==> src/rtl/tpm_spi_txn_ctrl.sv <==
`default_nettype none
// ============================================================================
// Module      : tpm_spi_txn_ctrl
// Description : Byte-level transaction sequencer for a TPM-over-SPI MITM
//               datapath. Follows each chip-select frame through the 4-byte
//               TPM header, the flow-control wait bytes and the data phase.
//               It decodes direction, size and register address, and tracks
//               the FIFO response byte stream across frames. It raises a
//               look-ahead substitution request for a window of response
//               bytes, which the downstream byte replacer consumes.
// Option      : TPM_RSP_LEN_TRACK_EN -- capture the big-endian response
//               length (stream bytes 2..5), wrap rsp_offset at the end of the
//               response and pulse rsp_complete.
// Ports       : sys_clk, n_rst       clock, asynchronous active-low reset
//               ss_active            chip select asserted (synchronized)
//               byte_valid           one-cycle strobe, full byte on both lines
//               mosi_byte/miso_byte  host->TPM / TPM->host byte
//               is_read, xfer_size,  decoded direction, byte count and
//               reg_addr             register address of the current frame
//               in_data              next bus byte is a data byte
//               sub_next             next data byte shall be substituted
//               rsp_offset           FIFO response bytes since last command
//               txn_done/proto_err   clean / abnormal end-of-frame pulses
//               rsp_complete         (option only) end-of-response pulse
// Revision    : 1.0 - initial release
// ============================================================================
module tpm_spi_txn_ctrl #(
   parameter logic [23:0] FIFO_ADDR    = 24'hD40024,
   parameter int          SUB_OFFSET   = 12,
   parameter int          SUB_LEN      = 8,
   parameter int          MAX_WAITS    = 16,
   parameter int          OFFSET_WIDTH = 16
) (
   input  logic                    sys_clk,
   input  logic                    n_rst,
   input  logic                    ss_active,
   input  logic                    byte_valid,
   input  logic [7:0]              mosi_byte,
   input  logic [7:0]              miso_byte,
   output logic                    is_read,
   output logic [6:0]              xfer_size,
   output logic [23:0]             reg_addr,
   output logic                    in_data,
   output logic                    sub_next,
   output logic [OFFSET_WIDTH-1:0] rsp_offset,
   output logic                    txn_done,
   output logic                    proto_err
`ifdef TPM_RSP_LEN_TRACK_EN
   ,
   output logic                    rsp_complete
`endif
);

   localparam int                WAIT_W     = $clog2(MAX_WAITS + 1);
   localparam logic [WAIT_W-1:0] WAIT_LIMIT = WAIT_W'(MAX_WAITS);
   localparam logic [31:0]       SUB_LO     = 32'(SUB_OFFSET);
   localparam logic [31:0]       SUB_HI     = 32'(SUB_OFFSET + SUB_LEN);

   typedef enum logic [2:0] {
      IDLE  = 3'd0,
      HDR   = 3'd1,
      WAIT  = 3'd2,
      DATA  = 3'd3,
      DONE  = 3'd4,
      ABORT = 3'd5
   } state_t;

   state_t                  state, state_nxt;
   logic [1:0]              hdr_cnt, hdr_cnt_nxt;
   logic [WAIT_W-1:0]       wait_cnt, wait_cnt_nxt;
   logic [6:0]              data_cnt, data_cnt_nxt;
   logic                    ss_prev;
   logic                    is_read_nxt;
   logic [6:0]              xfer_size_nxt;
   logic [23:0]             reg_addr_nxt;
   logic                    in_data_nxt;
   logic                    sub_next_nxt;
   logic [OFFSET_WIDTH-1:0] rsp_offset_nxt;
   logic [OFFSET_WIDTH-1:0] rsp_inc;
   logic                    txn_done_nxt;
   logic                    proto_err_nxt;
   logic [31:0]             off_ext;
`ifdef TPM_RSP_LEN_TRACK_EN
   logic [31:0]             rsp_len, rsp_len_nxt;
   logic                    rsp_complete_nxt;
`else
   // Only the wait-state flag bit of MISO matters without length tracking.
   logic                    unused_miso;
   assign unused_miso = ^miso_byte[7:1];
`endif

   // -------------------------------------------------------------------------
   // State and output registers
   // -------------------------------------------------------------------------
   always_ff @(posedge sys_clk or negedge n_rst) begin
      if (!n_rst) begin
         state      <= IDLE;
         hdr_cnt    <= '0;
         wait_cnt   <= '0;
         data_cnt   <= '0;
         // Assume chip select was high before reset so a frame already in
         // flight is never decoded from its middle.
         ss_prev    <= 1'b1;
         is_read    <= 1'b0;
         xfer_size  <= '0;
         reg_addr   <= '0;
         in_data    <= 1'b0;
         sub_next   <= 1'b0;
         rsp_offset <= '0;
         txn_done   <= 1'b0;
         proto_err  <= 1'b0;
`ifdef TPM_RSP_LEN_TRACK_EN
         rsp_len      <= '0;
         rsp_complete <= 1'b0;
`endif
      end else begin
         state      <= state_nxt;
         hdr_cnt    <= hdr_cnt_nxt;
         wait_cnt   <= wait_cnt_nxt;
         data_cnt   <= data_cnt_nxt;
         ss_prev    <= ss_active;
         is_read    <= is_read_nxt;
         xfer_size  <= xfer_size_nxt;
         reg_addr   <= reg_addr_nxt;
         in_data    <= in_data_nxt;
         sub_next   <= sub_next_nxt;
         rsp_offset <= rsp_offset_nxt;
         txn_done   <= txn_done_nxt;
         proto_err  <= proto_err_nxt;
`ifdef TPM_RSP_LEN_TRACK_EN
         rsp_len      <= rsp_len_nxt;
         rsp_complete <= rsp_complete_nxt;
`endif
      end
   end

   // -------------------------------------------------------------------------
   // Next-state and next-output logic
   // -------------------------------------------------------------------------
   always_comb begin
      state_nxt      = state;
      hdr_cnt_nxt    = hdr_cnt;
      wait_cnt_nxt   = wait_cnt;
      data_cnt_nxt   = data_cnt;
      is_read_nxt    = is_read;
      xfer_size_nxt  = xfer_size;
      reg_addr_nxt   = reg_addr;
      rsp_offset_nxt = rsp_offset;
      rsp_inc        = rsp_offset;
      txn_done_nxt   = 1'b0;
      proto_err_nxt  = 1'b0;
`ifdef TPM_RSP_LEN_TRACK_EN
      rsp_len_nxt      = rsp_len;
      rsp_complete_nxt = 1'b0;
`endif

      case (state)
         IDLE: begin
            // Only a fresh rising edge of chip select opens a frame.
            if (ss_active && !ss_prev) begin
               state_nxt    = HDR;
               hdr_cnt_nxt  = '0;
               wait_cnt_nxt = '0;
               data_cnt_nxt = '0;
            end
         end

         HDR: begin
            if (byte_valid) begin
               if (hdr_cnt == 2'd0) begin
                  is_read_nxt   = mosi_byte[7];
                  xfer_size_nxt = mosi_byte[6:0] + 7'd1;
               end else begin
                  reg_addr_nxt = {reg_addr[15:0], mosi_byte};
               end
               // TPM flags "ready" in MISO bit 0 of the last header byte.
               if (hdr_cnt == 2'd3) begin
                  state_nxt = miso_byte[0] ? DATA : WAIT;
               end
               hdr_cnt_nxt = hdr_cnt + 2'd1;
            end
         end

         WAIT: begin
            if (byte_valid) begin
               if (miso_byte[0]) begin
                  state_nxt = DATA;
               end else begin
                  wait_cnt_nxt = wait_cnt + WAIT_W'(1);
                  if (wait_cnt_nxt == WAIT_LIMIT) begin
                     proto_err_nxt = 1'b1;
                     state_nxt     = ABORT;
                  end
               end
            end
         end

         DATA: begin
            if (byte_valid) begin
               data_cnt_nxt = data_cnt + 7'd1;
               if (data_cnt_nxt == xfer_size) begin
                  state_nxt = DONE;
               end
               if (reg_addr == FIFO_ADDR) begin
                  if (is_read) begin
`ifdef TPM_RSP_LEN_TRACK_EN
                     if ((rsp_offset >= OFFSET_WIDTH'(2)) &&
                         (rsp_offset <= OFFSET_WIDTH'(5))) begin
                        rsp_len_nxt = {rsp_len[23:0], miso_byte};
                     end
`endif
                     if (rsp_offset != '1) begin
                        rsp_inc = rsp_offset + OFFSET_WIDTH'(1);
`ifdef TPM_RSP_LEN_TRACK_EN
                        // A response shorter than its own 10-byte header is
                        // not a valid length and never wraps the offset.
                        if ((rsp_len >= 32'd10) && (32'(rsp_inc) == rsp_len)) begin
                           rsp_inc          = '0;
                           rsp_complete_nxt = 1'b1;
                        end
`endif
                        rsp_offset_nxt = rsp_inc;
                     end
                  end else if (data_cnt == 7'd0) begin
                     // First byte written to the FIFO starts a new command.
                     rsp_offset_nxt = '0;
`ifdef TPM_RSP_LEN_TRACK_EN
                     rsp_len_nxt    = '0;
`endif
                  end
               end
            end
         end

         default: ;
      endcase

      // End of frame is judged after the byte of the same cycle is applied.
      if ((state != IDLE) && !ss_active) begin
         if (state_nxt == DONE) begin
            txn_done_nxt = 1'b1;
         end else if (state_nxt inside {HDR, WAIT, DATA}) begin
            proto_err_nxt = 1'b1;
         end
         state_nxt = IDLE;
      end

      in_data_nxt  = (state_nxt == DATA);
      off_ext      = 32'(rsp_offset_nxt);
      sub_next_nxt = in_data_nxt && is_read_nxt && (reg_addr_nxt == FIFO_ADDR) &&
                     (off_ext >= SUB_LO) && (off_ext < SUB_HI);
   end

endmodule
`default_nettype wire

==> config.mk <==
export PLATFORM = sky130hd
export DESIGN_NAME = tpm_spi_txn_ctrl
export DESIGN_NICKNAME = d
export VERILOG_FILES = /design/src/rtl/tpm_spi_txn_ctrl.sv
export SDC_FILE = /design/constraint.sdc
export NUM_CORES = 1
export LEC_CHECK = 0
export CAP_MARGIN = 5
export CELL_PAD_IN_SITES_DETAIL_PLACEMENT = 1
export CELL_PAD_IN_SITES_GLOBAL_PLACEMENT = 2
export CORE_UTILIZATION = 35
export DETAILED_ROUTE_END_ITERATION = 8
export MAX_ROUTING_LAYER = met4
export PLACE_DENSITY = 0.89
export SLEW_MARGIN = 20
export SYNTH_ARGS = -nofsm -noshare
export SYNTH_HDL_FRONTEND = slang
export SYNTH_SLANG_ARGS = --single-unit
==> constraint.sdc <==
create_clock -name sys_clk -period 4.4 [get_ports sys_clk]
set_input_delay 0.88 -clock sys_clk [delete_from_list [all_inputs] [get_ports sys_clk]]
set_output_delay 0.88 -clock sys_clk [all_outputs]
set_load 0.02 [all_outputs]
After elaboration in Yosys (flattened, before gate mapping)
Cells that the tools add are included.

storage, ports and cells
  register bits after elaboration = 70
  input bits = 20
  output and inout bits = 52
  logic and storage cells = 101

cells by class
  $add $sub $neg = 5
  $lt $le $gt $ge = 2
  equal/unequal tests = 19
  mux-type cells = 42
  reductions and logical operators = 20

operators with widths
  cell                   count
  $mux 16                6
  $mux 24                3
  $eq 24x24->1 const B   2
  $mux 3                 9
  $add 16x1->16 const B  1
  $ge 16x4->1 const B    1
  $lt 16x5->1 const B    1
  $ne 16x16->1 const B   1
  $eq 3x2->1 const B     5
  $mux 5                 3
  $add 7x1->7 const B    2
  $mux 7                 2
  $pmux 7 s2             1
  $mux 1                 13
  $pmux 3 s4             1
  $ne 2x2->1 const B     5
  $pmux 5 s2             1
  $reduce_and 3->1       3
  $eq 7x7->1             1
  $logic_not 7->1        1
  $eq 3x1->1 const B     2
  $logic_and 1x1->1      6
  $reduce_bool 2->1      3
  $reduce_bool 3->1      2
  11 further kinds       13

Logic depth before layout (Yosys ltp)
  depth after elaboration = 12
  depth in mapped cells = 11
  depth with buffers taken out = 9

Least setup slack after synthesis
OpenSTA, ideal clock, no wires.

  path kind = in2reg
  start point = in byte_valid
  end point = reg sub_next
  setup time = 0.111 ns
  data arrival time = 2.803 ns
  data required time = 4.289 ns
  slack = 1.485 ns
  cell stages on the path = 9
  cell sequence = buf_2 and4b_1 nand4_1 or2_0 clkbuf_1 o21a_1 or2_2 or3_1 a2111oi_2

RTL lines
  what                    line  source
  start: declaration      37    input logic byte_valid,
  $mux 16 (*)             199   if (byte_valid) begin
  $mux 16 (*)             157   case (state)
  net rsp_offset_nxt[13]  78    logic [OFFSET_WIDTH-1:0] rsp_offset_nxt;
  $ge 16x4->1             251   (off_ext >= SUB_LO) && (off_ext < SUB_HI);
  $logic_and 1x1->1       250   sub_next_nxt = in_data_nxt && is_read_nxt && (reg_addr_nxt == FIFO_ADDR) &&
  $logic_and 1x1->1 (*)   251
  net sub_next_nxt        77    logic sub_next_nxt;
  end signal: assignment  126   sub_next <= sub_next_nxt;
  end: declaration        44    output logic sub_next,

The timed path passes the listed nets; every way through them passes the cells marked *.
A chain may end at the register's enable or synchronous reset.

Worst setup path in the final report
Same ends and word-level chain as after synthesis.

==> results.sh <==
export IMPL_syn_area_per_cell_sq_um=9.75
export IMPL_dieArea_sq_um=11800
export IMPL_critPathSlowestCell="clkdlybuf4s50_1"
export IMPL_drt_pass1_iter_count=4
export IMPL_synthesis_area_sq_um=3990
export IMPL_ys_ff_latch=70
export IMPL_worst_pin_slew_ps=744
export IMPL_clock_latency_ps=330
export IMPL_yosysMostFrequentCell="dfrtp_1"
export IMPL_via_per_inst=5.60
export IMPL_start_util=0.363
export IMPL_grt_overflow_total=0
export IMPL_io_pins=72
export IMPL_htree_levels=3
export IMPL_grt_pass1_wl_um=18100
export IMPL_antenna_found_initial=0
export IMPL_synth_largest_type_area_fraction=0.433
export IMPL_crit_path_start="byte_valid"
export IMPL_slew_headroom=0.504
export IMPL_core_sq_um=11000
export IMPL_fillers=1241
export IMPL_drive_gt1_frac=0.122
export IMPL_cts_resized=0
export IMPL_postSynthCellCount=409
export IMPL_cts_tree="done"
export IMPL_cp_arrival_ps=3670
export IMPL_syn2layout_area_growth_pct=26.1
export IMPL_synth_common_cells="dfrtp_1 (69), nand2_1 (40), o21ai_0 (36)"
export IMPL_leakage_nw=2.07
export IMPL_maxCapViolations=0
export IMPL_slew_violations=0
export IMPL_hold_class="input pin to asynchronous set/reset pin"
export IMPL_setup_viol=0
export IMPL_yosys_most_used_dff="dfrtp_1"
export IMPL_r2r_end="sub_next"
export IMPL_ys_seq_area_frac=0.440
export IMPL_startpoint_type="input pin"
export IMPL_finalSetupTns_ps=0
export IMPL_place_congestion=0.810
export IMPL_yosysWarningCount=0
export IMPL_endpoint="sub_next"
export IMPL_antenna_cells=0
export IMPL_ant_nets=0
export IMPL_drc=0
export IMPL_synth_area_leaders="dfrtp_1 (43%), mux2_2 (7.3%), o21ai_0 (4.5%), nand2_1 (3.8%), nand3_1 (2.3%)"
export IMPL_cts_hold_buf=0
export IMPL_finClkSkew_ps=3.93
export IMPL_clk_pin_slew_ps=60
export IMPL_hold_viol=0
export IMPL_grt_max_degree=59
export IMPL_endpoint_kind="flop"
export IMPL_grt_total_usage=0.203
export IMPL_status="finished, final reports clean"
export IMPL_path_class="input pin to flop"
export IMPL_cts_root_buf="clkbuf_16"
export IMPL_fmax_ghz=0.290
export IMPL_cp_required_ps=4620
export IMPL_cpPeakStageDelay_ps=590
export IMPL_min_period_ps=3450
export IMPL_dp_cells=598
export IMPL_route_vias_total=3436
export IMPL_synthArstFlopShare=1.00
export IMPL_reg2reg_depth=7
export IMPL_die_h_um=109
export IMPL_finalNonFillerCells=614
export IMPL_first_iter_violations=120
export IMPL_clockBufferDepth=2
export IMPL_r2r_start="is_read"
export IMPL_nets=496
export IMPL_port_buffer_count=64
export IMPL_clock_sinks=70
export IMPL_post_drt_wl_per_cell_um=17.9
export IMPL_rsz0062_at_grt="no"
export IMPL_dpl_hpwl_um=8020
export IMPL_ir_drop_uv=341
export IMPL_grt_pass1_vias=3490
export IMPL_die_w_um=109
export IMPL_pwr_density_cell_nw_per_um2=515
export IMPL_fin_crit_sh=0.783
export IMPL_synth_fp_nets=436
export IMPL_wl_um=11000
export IMPL_cts_setup_buffers=0
export IMPL_synth_edff_count=0
export IMPL_path_max_fanout=10
export IMPL_cp_cell_sequence="clkdlybuf4s50_1 -> and4b_1 -> nand4_1 -> or2_0 -> a2bb2oi_1 -> a2111o_1 -> or3_1 -> a2111oi_2"
export IMPL_synth_area_leader_cell="dfrtp_1"
export IMPL_std_cell_rows=38
export IMPL_yosysUniqueCellTypes=67
export IMPL_numCtsBuffers=9
export IMPL_r2r_slack_ps=1250
==> layer usage <==
layer / track usage / part of all wire / vias to the layer above
met5: - / 0 / -
met4: 0.0434 / 0.0067 / 0
met3: 0.0395 / 0.043 / 7
met2: 0.322 / 0.48 / 73
met1: 0.270 / 0.47 / 1714
li1: - / - / 1642
==> cell families after synthesis <==
family	count (synthesis)	synth area share
fa+ha+maj	7	0.0220
compound gates	95	0.155
mux	28	0.0785
xor+xnor	13	0.0286
flops	70	0.440
simple gates	160	0.230
buf+inv	36	0.0464
==> layout make-up <==
cell class | count | area [sq um] | area share
Clock buffer | 12 | 246 | 0.0490
Timing Repair Buffer | 69 | 673 | 0.134
Tap cell | 140 | 175 | 0.0348
Inverter | 16 | 60.1 | 0.0119
Multi-Input combinational cell | 303 | 2050 | 0.408
Sequential cell | 70 | 1750 | 0.349
Clock inverter | 4 | 70.1 | 0.0139
==> critical path, delay by kind of cell <==
family	cells	cell delay (ps)
AOI/OAI and AO/OA	3	860
buffers and inverters	1	590
and+or+nand+nor	4	1330
==> metrics by stage <==
step	setup slack [ps]	instance area, sq um	hold slack [ps]	utilization	power, mW
5_1_grt	834	5030	465	0.458	2.72
3_5_place_dp	595	4710	493	0.429	1.82
6_report	955	5030	454	0.458	2.59
3_3_place_gp	636	4710	488	0.429	1.80
4_1_cts	917	5030	459	0.458	2.61
2_1_floorplan	1490	3990	462	-	1.42
==> worst min path at each step <==
stage	slack [ps]	cells past startpoint	to	startpoint
after global placement	490	1	wait_cnt[4]	wait_cnt[4]
after global routing	470	1	state[1]	n_rst
after CTS	460	1	wait_cnt[2]	n_rst
final	450	1	state[1]	n_rst
after floorplan	460	1	wait_cnt[4]	wait_cnt[4]
after detailed placement	490	1	wait_cnt[4]	wait_cnt[4]
==> placed cells by master, fill, tap and decap left out, types with 3 or more instances in the layout <==
master,n
xnor2_1,8
o211ai_1,3
nand4b_1,3
and3_1,10
clkdlybuf4s50_1,63
ha_1,7
clkbuf_16,9
nor3_1,12
nand3b_1,3
a21oi_1,10
nand2_1,40
a211oi_1,3
nand3_1,18
nor4b_1,5
o21ai_0,36
dfrtp_1,69
a31oi_1,7
xor2_1,5
nor2_1,16
nor3b_1,3
inv_1,16
o31ai_1,6
buf_4,5
or3_1,4
nand4_1,11
and4b_1,3
mux2_2,26
nor4_1,6
and2_1,5
o21a_1,7
==> power breakdown <==
group          internal, mW  switching (mW)  total [mW]
Clock                 0.510           0.269       0.779
Sequential            0.781           0.196       0.978
Combinational         0.412           0.419       0.832
==> sequential cells by signal (all words and copies together) (netlist names) <==
signal and cells:
xfer_size 7, is_read 1, sub_next 1, data_cnt 7, in_data 1, ss_prev 1
wait_cnt 5, state 3, txn_done 1, rsp_offset 16, hdr_cnt 2, proto_err 1
reg_addr 24
No activity file was read; power rests on OpenSTA's default activity.
